$ cat src/rtl/cross_clk_hs_tx_if.sv
// Signal bundle for the source end of a two-phase toggle req/ack word crossing.
// The master side is the launching block; the slave side is its environment.
interface cross_clk_hs_tx_if #(
  parameter int unsigned DSIZE = 8
);
  logic [DSIZE-1:0] in_data;
  logic             in_valid;
  logic             in_ready;
  logic [DSIZE-1:0] xdata;
  logic             xreq;
  logic             xack;
  logic             done;
  logic             ack_err;

  modport master (
    input  in_data,
    input  in_valid,
    input  xack,
    output in_ready,
    output xdata,
    output xreq,
    output done,
    output ack_err
  );

  modport slave (
    output in_data,
    output in_valid,
    output xack,
    input  in_ready,
    input  xdata,
    input  xreq,
    input  done,
    input  ack_err
  );
endinterface

$ cat src/rtl/cross_clk_hs_tx.sv
// Source end of a two-phase toggle handshake: captures a word, toggles xreq and waits for the
// resynchronized xack to match before accepting the next word.
module cross_clk_hs_tx #(
  parameter int unsigned DSIZE = 8,
  parameter int unsigned LAT   = 2
) (
  input  logic              clk,
  input  logic              rst_n,
  cross_clk_hs_tx_if.master bus
);

  typedef enum logic {StIdle, StWait} state_e;

  state_e           state_q, state_d;
  logic [DSIZE-1:0] xdata_q, xdata_d;
  logic             xreq_q, xreq_d;
  logic             in_ready_q, in_ready_d;
  logic             done_q, done_d;
  logic             ack_err_q, ack_err_d;
  logic [LAT-1:0]   sync_q, sync_d;
  logic             ack_sync;

  // Only sync_q[1] reads sync_q[0]; everything else sees the last stage.
  assign ack_sync = sync_q[LAT-1];

  always_comb begin
    state_d   = state_q;
    xdata_d   = xdata_q;
    xreq_d    = xreq_q;
    done_d    = 1'b0;
    ack_err_d = ack_err_q;
    sync_d    = {sync_q[LAT-2:0], bus.xack};

    case (state_q)
      StIdle: begin
        // A matched ack is expected while idle; any difference is an unsolicited toggle.
        if (ack_sync != xreq_q) begin
          ack_err_d = 1'b1;
        end
        if (bus.in_valid && in_ready_q) begin
          xdata_d = bus.in_data;
          xreq_d  = ~xreq_q;
          state_d = StWait;
        end
      end
      StWait: begin
        if (ack_sync == xreq_q) begin
          state_d = StIdle;
          done_d  = 1'b1;
        end
      end
      default: state_d = StIdle;
    endcase

    in_ready_d = (state_d == StIdle);
  end

  always_ff @(posedge clk or negedge rst_n) begin
    if (!rst_n) begin
      state_q    <= StIdle;
      xdata_q    <= '0;
      xreq_q     <= 1'b0;
      in_ready_q <= 1'b0;
      done_q     <= 1'b0;
      ack_err_q  <= 1'b0;
      sync_q     <= '0;
    end else begin
      state_q    <= state_d;
      xdata_q    <= xdata_d;
      xreq_q     <= xreq_d;
      in_ready_q <= in_ready_d;
      done_q     <= done_d;
      ack_err_q  <= ack_err_d;
      sync_q     <= sync_d;
    end
  end

  assign bus.in_ready = in_ready_q;
  assign bus.xdata    = xdata_q;
  assign bus.xreq     = xreq_q;
  assign bus.done     = done_q;
  assign bus.ack_err  = ack_err_q;

endmodule

$ cat src/flat_wrapper.sv
// flat-port wrapper written by rule: the top's interface ports become plain ports
module cross_clk_hs_tx_flat 
#(
  parameter int unsigned DSIZE = 8,
  parameter int unsigned LAT   = 2
)
  (clk, rst_n, bus_in_data, bus_in_valid, bus_xack, bus_in_ready, bus_xdata, bus_xreq, bus_done, bus_ack_err);
  cross_clk_hs_tx_if #(.DSIZE(DSIZE)) bus_i ();
  input  logic clk;
  input  logic rst_n;
  input wire logic [$bits(bus_i.in_data)-1:0] bus_in_data;
  input wire logic [$bits(bus_i.in_valid)-1:0] bus_in_valid;
  input wire logic [$bits(bus_i.xack)-1:0] bus_xack;
  output wire logic [$bits(bus_i.in_ready)-1:0] bus_in_ready;
  output wire logic [$bits(bus_i.xdata)-1:0] bus_xdata;
  output wire logic [$bits(bus_i.xreq)-1:0] bus_xreq;
  output wire logic [$bits(bus_i.done)-1:0] bus_done;
  output wire logic [$bits(bus_i.ack_err)-1:0] bus_ack_err;
  assign bus_i.in_data = bus_in_data;
  assign bus_i.in_valid = bus_in_valid;
  assign bus_i.xack = bus_xack;
  assign bus_in_ready = bus_i.in_ready;
  assign bus_xdata = bus_i.xdata;
  assign bus_xreq = bus_i.xreq;
  assign bus_done = bus_i.done;
  assign bus_ack_err = bus_i.ack_err;
  cross_clk_hs_tx #(.DSIZE(DSIZE), .LAT(LAT)) u_core (.clk(clk), .rst_n(rst_n), .bus(bus_i));
endmodule
$ cat config.mk
export PLATFORM = sky130hd
export DESIGN_NAME = cross_clk_hs_tx_flat
export DESIGN_NICKNAME = d
export VERILOG_FILES = /design/src/rtl/cross_clk_hs_tx_if.sv /design/src/rtl/cross_clk_hs_tx.sv /design/src/flat_wrapper.sv
export SDC_FILE = /design/constraint.sdc
export NUM_CORES = 1
export LEC_CHECK = 0
export CAP_MARGIN = 15
export CORE_MARGIN = 5
export CORE_UTILIZATION = 35
export CTS_CLUSTER_DIAMETER = 100
export DETAILED_ROUTE_END_ITERATION = 10
export DONT_BUFFER_PORTS = 1
export PLACE_DENSITY = 0.54
export RECOVER_POWER = 50
export SYNTH_ARGS = -nofsm -noshare
export SYNTH_HDL_FRONTEND = slang
export SYNTH_SLANG_ARGS = --single-unit
$ cat constraint.sdc
create_clock -name clk -period 1.2 [get_ports clk]
set_input_delay 0.12 -clock clk [delete_from_list [all_inputs] [get_ports clk]]
set_output_delay 0.12 -clock clk [all_outputs]
set_load 0.01 [all_outputs]
==> impl_metrics.env, run 1 <==
export IMPL_peakVddDrop_uv=884.9
export IMPL_cpLargestDelayFamily="flip-flops"
export IMPL_syn_area_um2=570.5
export IMPL_max_freq_mhz=865.6
export IMPL_die_h_um=50.38
export IMPL_ios=24
export IMPL_grt_pass1_vias=343
export IMPL_std_cell_rows=14
export IMPL_rsz0062_at_grt="false"
export IMPL_grt_ovfl_total=0
export IMPL_cts_root_buf="clkbuf_4"
export IMPL_max_stage_delay_ns=0.42
export IMPL_port_buffers=0
export IMPL_grt_max_degree=16
export IMPL_cp_num_buf_inv=0
export IMPL_ys_seq_area_share_pct=65.79
export IMPL_netlist_top_cells_area="dfrtp_1, mux2_4, nand3b_4"
export IMPL_critPathLaunchType="flip-flop"
export IMPL_path_max_fanout=10
export IMPL_relSlewSlack_pct=57.14
export IMPL_core_area_um2=1524
export IMPL_ant_nets=0
export IMPL_cellLeakagePower_uw=0.0003443
export IMPL_drt_total_wl_um=940
export IMPL_path_class="flip-flop to flip-flop"
export IMPL_fin_util_pct=47.78
export IMPL_period_share_pct=96.27
export IMPL_drive_above_1_share_pct=31.25
export IMPL_gp_congestion=0.6714
export IMPL_vias=302
export IMPL_htreeDepth=1
export IMPL_fin_skew_ns=0.002877
export IMPL_slew_violations=0
export IMPL_cts_tree="built"
export IMPL_die_w_um=50.38
export IMPL_fin_hold_ws_ns=0.2213
export IMPL_initial_core_util_pct=37.44
export IMPL_grtUsageTotal_pct=7.810
export IMPL_cts_sinks=15
export IMPL_nets=61
export IMPL_path_cells="nand3b_4 -> mux2_4"
export IMPL_grt_pass1_wl_mm=1.490
export IMPL_antenna_found_initial=0
export IMPL_synth_top_area_share_pct=65.79
export IMPL_die_area_um2=2538
export IMPL_maxCapViolations=0
export IMPL_syn_num_nets=44
export IMPL_min_period_ns=1.155
export IMPL_tns_ns=0
export IMPL_place_ws_ns=0.03788
export IMPL_crit_path_end_kind="flip-flop"
export IMPL_hold_viol=0
export IMPL_worstPathRequired_ns=1.36
export IMPL_cts_buffers=3
export IMPL_status="completed"
export IMPL_drtIter0Drc=1
export IMPL_regArea_um2=375.4
export IMPL_drc_errors=0
export IMPL_min_path_type="primary input to flip-flop"
export IMPL_setup_violations_final=0
export IMPL_worst_slack_ns=0.04472
export IMPL_syn_avg_cell_area_um2=17.83
export IMPL_crit_arrival_ns=1.31
export IMPL_clockBufferDepth=2
export IMPL_multi_input_area_um2=180.2
export IMPL_num_antenna_cells=0
export IMPL_yosysTopAreaCell="dfrtp_1"
export IMPL_power_density_nw_per_um2=2405
export IMPL_yosys_cell_types_count=11
export IMPL_clk_latency_ns=0.27
export IMPL_post_drt_wl_per_cell_um=14.69
export IMPL_clk_pin_slew_ns=0.08
export IMPL_first_pass_iters=2
export IMPL_area_growth_syn_to_layout_pct=27.63
export IMPL_crit_slowest_cell="dfrtp_1"
export IMPL_via_per_inst=4.719
export IMPL_syn_inst=32
export IMPL_synth_seq_cells=15
export IMPL_worst_pin_slew_ns=0.6408
export IMPL_fillers=129
export IMPL_yosys_warnings=0
-- synth_stat cells --
master	instances
dfrtp_1	15
mux2_4	7
xnor2_1	2
and2_1	1
buf_6	1
inv_1	1
mux2_2	1
nand3b_4	1
o21a_1	1
o21ai_0	1
o21bai_1	1
-- routing by layer --
metal,global-route usage (%),part of all wire [%]
met5,0,0
met4,3.830,0
met3,2.959,12
met2,11.92,47
met1,9.630,41
-- state kept, by name, indices dropped and copies added, names as in the netlist --
name / cells
u_core.bus.ack_err: 1
u_core.bus.done: 1
u_core.bus.xdata: 8
u_core.bus.xreq: 1
u_core.sync_q: 2
u_core.state_q: 1
u_core.bus.in_ready: 1
-- per-stage QoR --
stage	area (µm²)	total power, µW	cells
detailed placement	586.8	1430	48
floorplan	570.5	1346	32
CTS	713.2	1753	62
global placement	586.8	1412	48
finish	728.2	1751	64
global route	728.2	1866	64
-- report_power, final --
part           switching, µW  leakage [µW]  internal (µW)  total, µW
Combinational            164      0.000155            358        523
Sequential               242      0.000174            714        956
Clock                    144     0.0000150            129        273
Total                    550      0.000344           1200       1750
-- worst paths after layout --
| kind | startpoint | end | slack (ns) | cells after the start |
|---|---|---|---|---|
| worst min-delay path | bus_in_valid | u_core.bus.xdata[6] | 0.22 | 2 |
| worst min register to register | u_core.sync_q[0] | u_core.sync_q[1] | 0.36 | 0 |
| max in group asynchronous | rst_n | u_core.bus.xdata[0] | 0.48 | 1 |
| worst max-delay path | u_core.state_q | u_core.bus.xdata[1] | 0.04 | 2 |
| worst max register to register | u_core.state_q | u_core.bus.xdata[1] | 0.04 | 2 |
| min in group asynchronous | rst_n | u_core.bus.xdata[6] | 0.31 | 1 |
-- worst register-to-register path: stages, from the launching register on --
cell and delay [ns]:
dfrtp_1 0.42, nand3b_4 0.28, mux2_4 0.35
-- layout make-up --
cell class | count | share of cell area, %
Clock buffer | 4 | 3.608
Inverter | 1 | 0.5155
Multi-Input combinational cell | 15 | 24.74
Sequential cell | 15 | 51.55
Tap cell | 16 | 2.749
Timing Repair Buffer | 13 | 16.84
-- timing repair --
item / 4_1_cts / 5_1_grt
hold buffers: 10 / 0
hold endpoints to repair: 24 / 0
resized for setup: 0 / 0
buffers inserted: 0 / 2
endpoints found under the setup margin: 0 / 7
-- cells by family (layout without fill, tap and decap cells) --
group	count (synthesis)	count (layout)	synth area share [%]
compound gates	3	3	3.509
xor+xnor	2	2	3.071
buf+inv	2	18	2.631
flops	15	15	65.79
mux	8	8	20.39
simple gates	2	2	4.606
-- layout by cell type, fill, tap and decap left out --
master | Yosys | layout
clkbuf_4 | 0 | 3
o21bai_1 | 1 | 1
o21ai_0 | 1 | 1
clkbuf_1 | 0 | 1
mux2_2 | 1 | 1
buf_4 | 0 | 3
nand3b_4 | 1 | 1
xnor2_1 | 2 | 2
dlygate4sd3_1 | 0 | 10
inv_1 | 1 | 1
o21a_1 | 1 | 1
dfrtp_1 | 15 | 15
and2_1 | 1 | 1
mux2_4 | 7 | 7
Note: power is estimated with default switching activity, not from simulation.
==> run 2: changes to the inputs <==
--- a/config.mk
+++ b/config.mk
@@ -11,7 +11,6 @@
 export CTS_CLUSTER_DIAMETER = 100
 export DETAILED_ROUTE_END_ITERATION = 10
 export DONT_BUFFER_PORTS = 1
-export PLACE_DENSITY = 0.54
 export RECOVER_POWER = 50
 export SYNTH_ARGS = -nofsm -noshare
 export SYNTH_HDL_FRONTEND = slang
==> run 2 against run 1 <==
  * Clock-buffer cell count unchanged
  * Global-route usage up 0.87 points
  * Sequential power about the same
  * Worst setup slack better by 0.055 ns
  * Non-clock buffer count unchanged
  * Utilization unchanged
  * Power up 1.3%
  * Flip-flop and latch count unchanged
  * Clock skew up 0.0022 ns
  * First-iteration DRC count rose to 3.0 times the previous value
  * Maximum frequency up 5.0%
  * Largest power group unchanged
  * Combinational power up 3%
==> impl_metrics.env, run 2 (synthesis results as in run 1) <==
export IMPL_die_h_um=50.38
export IMPL_most_common_layout_cells="dfrtp_1, dlygate4sd3_1, mux2_4"
export IMPL_cts_root_buf="clkbuf_4"
export IMPL_rsz0062_at_grt="false"
export IMPL_cts_tree="built"
export IMPL_area_growth_syn_to_layout_pct=27.63
export IMPL_cts_buffers=3
export IMPL_slew_violations=0
export IMPL_clk_pin_slew_ns=0.09
export IMPL_vias=306
export IMPL_final_common_cell="dfrtp_1"
export IMPL_critPathLaunchType="flip-flop"
export IMPL_first_pass_iters=2
export IMPL_num_antenna_cells=0
export IMPL_postCtsSetupBuffers=0
export IMPL_regToRegSetupSlack_ns=0.1
export IMPL_grt_max_degree=16
export IMPL_fin_skew_ns=0.005116
export IMPL_std_cell_rows=14
export IMPL_ant_nets=0
export IMPL_via_per_inst=4.781
export IMPL_holdPathEnd="u_core.bus.xdata[4]"
export IMPL_peakVddDrop_uv=909.1
export IMPL_cellLeakagePower_uw=0.0003449
export IMPL_antenna_found_initial=0
export IMPL_worstPathRequired_ns=1.37
export IMPL_drtIter0Drc=3
export IMPL_clk_latency_ns=0.28
export IMPL_grtUsageTotal_pct=8.680
export IMPL_timing_rr_end="u_core.bus.xdata[0]"
export IMPL_cts_sinks=15
export IMPL_min_period_ns=1.101
export IMPL_relSlewSlack_pct=57.14
export IMPL_worst_slack_ns=0.09948
export IMPL_nets=61
export IMPL_setup_violations_final=0
export IMPL_hold_depth=2
export IMPL_drt_total_wl_mm=1.008
export IMPL_grt_pass1_wl_mm=1.614
export IMPL_drive_above_1_share_pct=31.25
export IMPL_path_class="flip-flop to flip-flop"
export IMPL_drc_errors=0
export IMPL_status="completed"
export IMPL_path_max_fanout=9
export IMPL_fin_util_pct=47.78
export IMPL_largest_register_ff_count=8
export IMPL_clockBufferDepth=2
export IMPL_dp_hpwl_um=773.3
export IMPL_tns_ns=0
export IMPL_port_buffers=0
export IMPL_design_area_um2=728.2
export IMPL_core_area_um2=1524
export IMPL_max_freq_mhz=908.7
export IMPL_crit_path_end_kind="flip-flop"
export IMPL_ios=24
export IMPL_crit_arrival_ns=1.27
export IMPL_htreeDepth=1
export IMPL_grt_ovfl_total=0
export IMPL_grt_pass1_vias=349
export IMPL_hold_viol=0
export IMPL_placed_area_um2=601.8
export IMPL_initial_core_util_pct=37.44
export IMPL_die_w_um=50.38
export IMPL_worst_pin_slew_ns=0.6408
export IMPL_r2r_cells=2
export IMPL_maxCapViolations=0
export IMPL_place_ws_ns=0.09604
export IMPL_min_path_type="primary input to flip-flop"
export IMPL_power_density_nw_per_um2=2437
export IMPL_die_area_um2=2538
export IMPL_reg2reg_from="u_core.state_q"
export IMPL_post_drt_wl_per_cell_um=15.75
export IMPL_gp_congestion=0.6269
export IMPL_period_share_pct=91.71
export IMPL_hp_start="bus_in_valid"
-- run 2: per-stage QoR --
step / instances / hold WS [ns] / total power, µW
3_5_place_dp: 50 / -0.1751 / 1481
4_1_cts: 64 / 0.2010 / 1808
5_1_grt: 64 / 0.2016 / 1867
2_1_floorplan: 32 / -0.1756 / 1346
6_report: 64 / 0.2033 / 1775
3_3_place_gp: 50 / -0.1751 / 1456
-- run 2: final cells by class --
type,count,area [µm²]
clock buffers,4,26.28
fillers,141,795.8
inverters,1,3.754
multi-input cells,15,180.2
flip-flops and latches,15,375.4
well taps,16,20.02
repair buffers,13,122.6
-- run 2: worst max-delay path, cell delays in order (launching register included) --
cell and delay, ns:
dfrtp_1 0.39, nand3b_4 0.26, mux2_4 0.34
-- run 2: report_power, final --
group          switching [µW]  leakage, µW  internal [µW]
clock network             152    0.0000150            129
registers                 240     0.000174            714
logic                     176     0.000156            365
total                     567     0.000345           1210
-- run 2: repair_timing --
item,4_1_cts,5_1_grt
endpoints found under the setup margin,0,0
endpoints found under the hold margin,24,0
resized for setup,0,0
hold buffers,10,0
-- run 2: metal layers --
layer,track usage (%),vias to the layer above,part of all wire [%]
met1,9.311,154,40
met2,13.39,13,52
met5,0,-,0
li1,-,139,-
met3,3.846,0,8.0
met4,6.383,0,0
-- run 2: worst max path at each step --
stage	start	endpoint	depth (start not counted)
global placement	u_core.state_q	u_core.bus.xdata[7]	2
CTS	u_core.state_q	u_core.bus.xdata[6]	2
finish	u_core.state_q	u_core.bus.xdata[0]	2
detailed placement	u_core.state_q	u_core.bus.xdata[0]	2
floorplan	u_core.state_q	u_core.bus.xdata[0]	3
global route	u_core.state_q	u_core.bus.xdata[3]	2
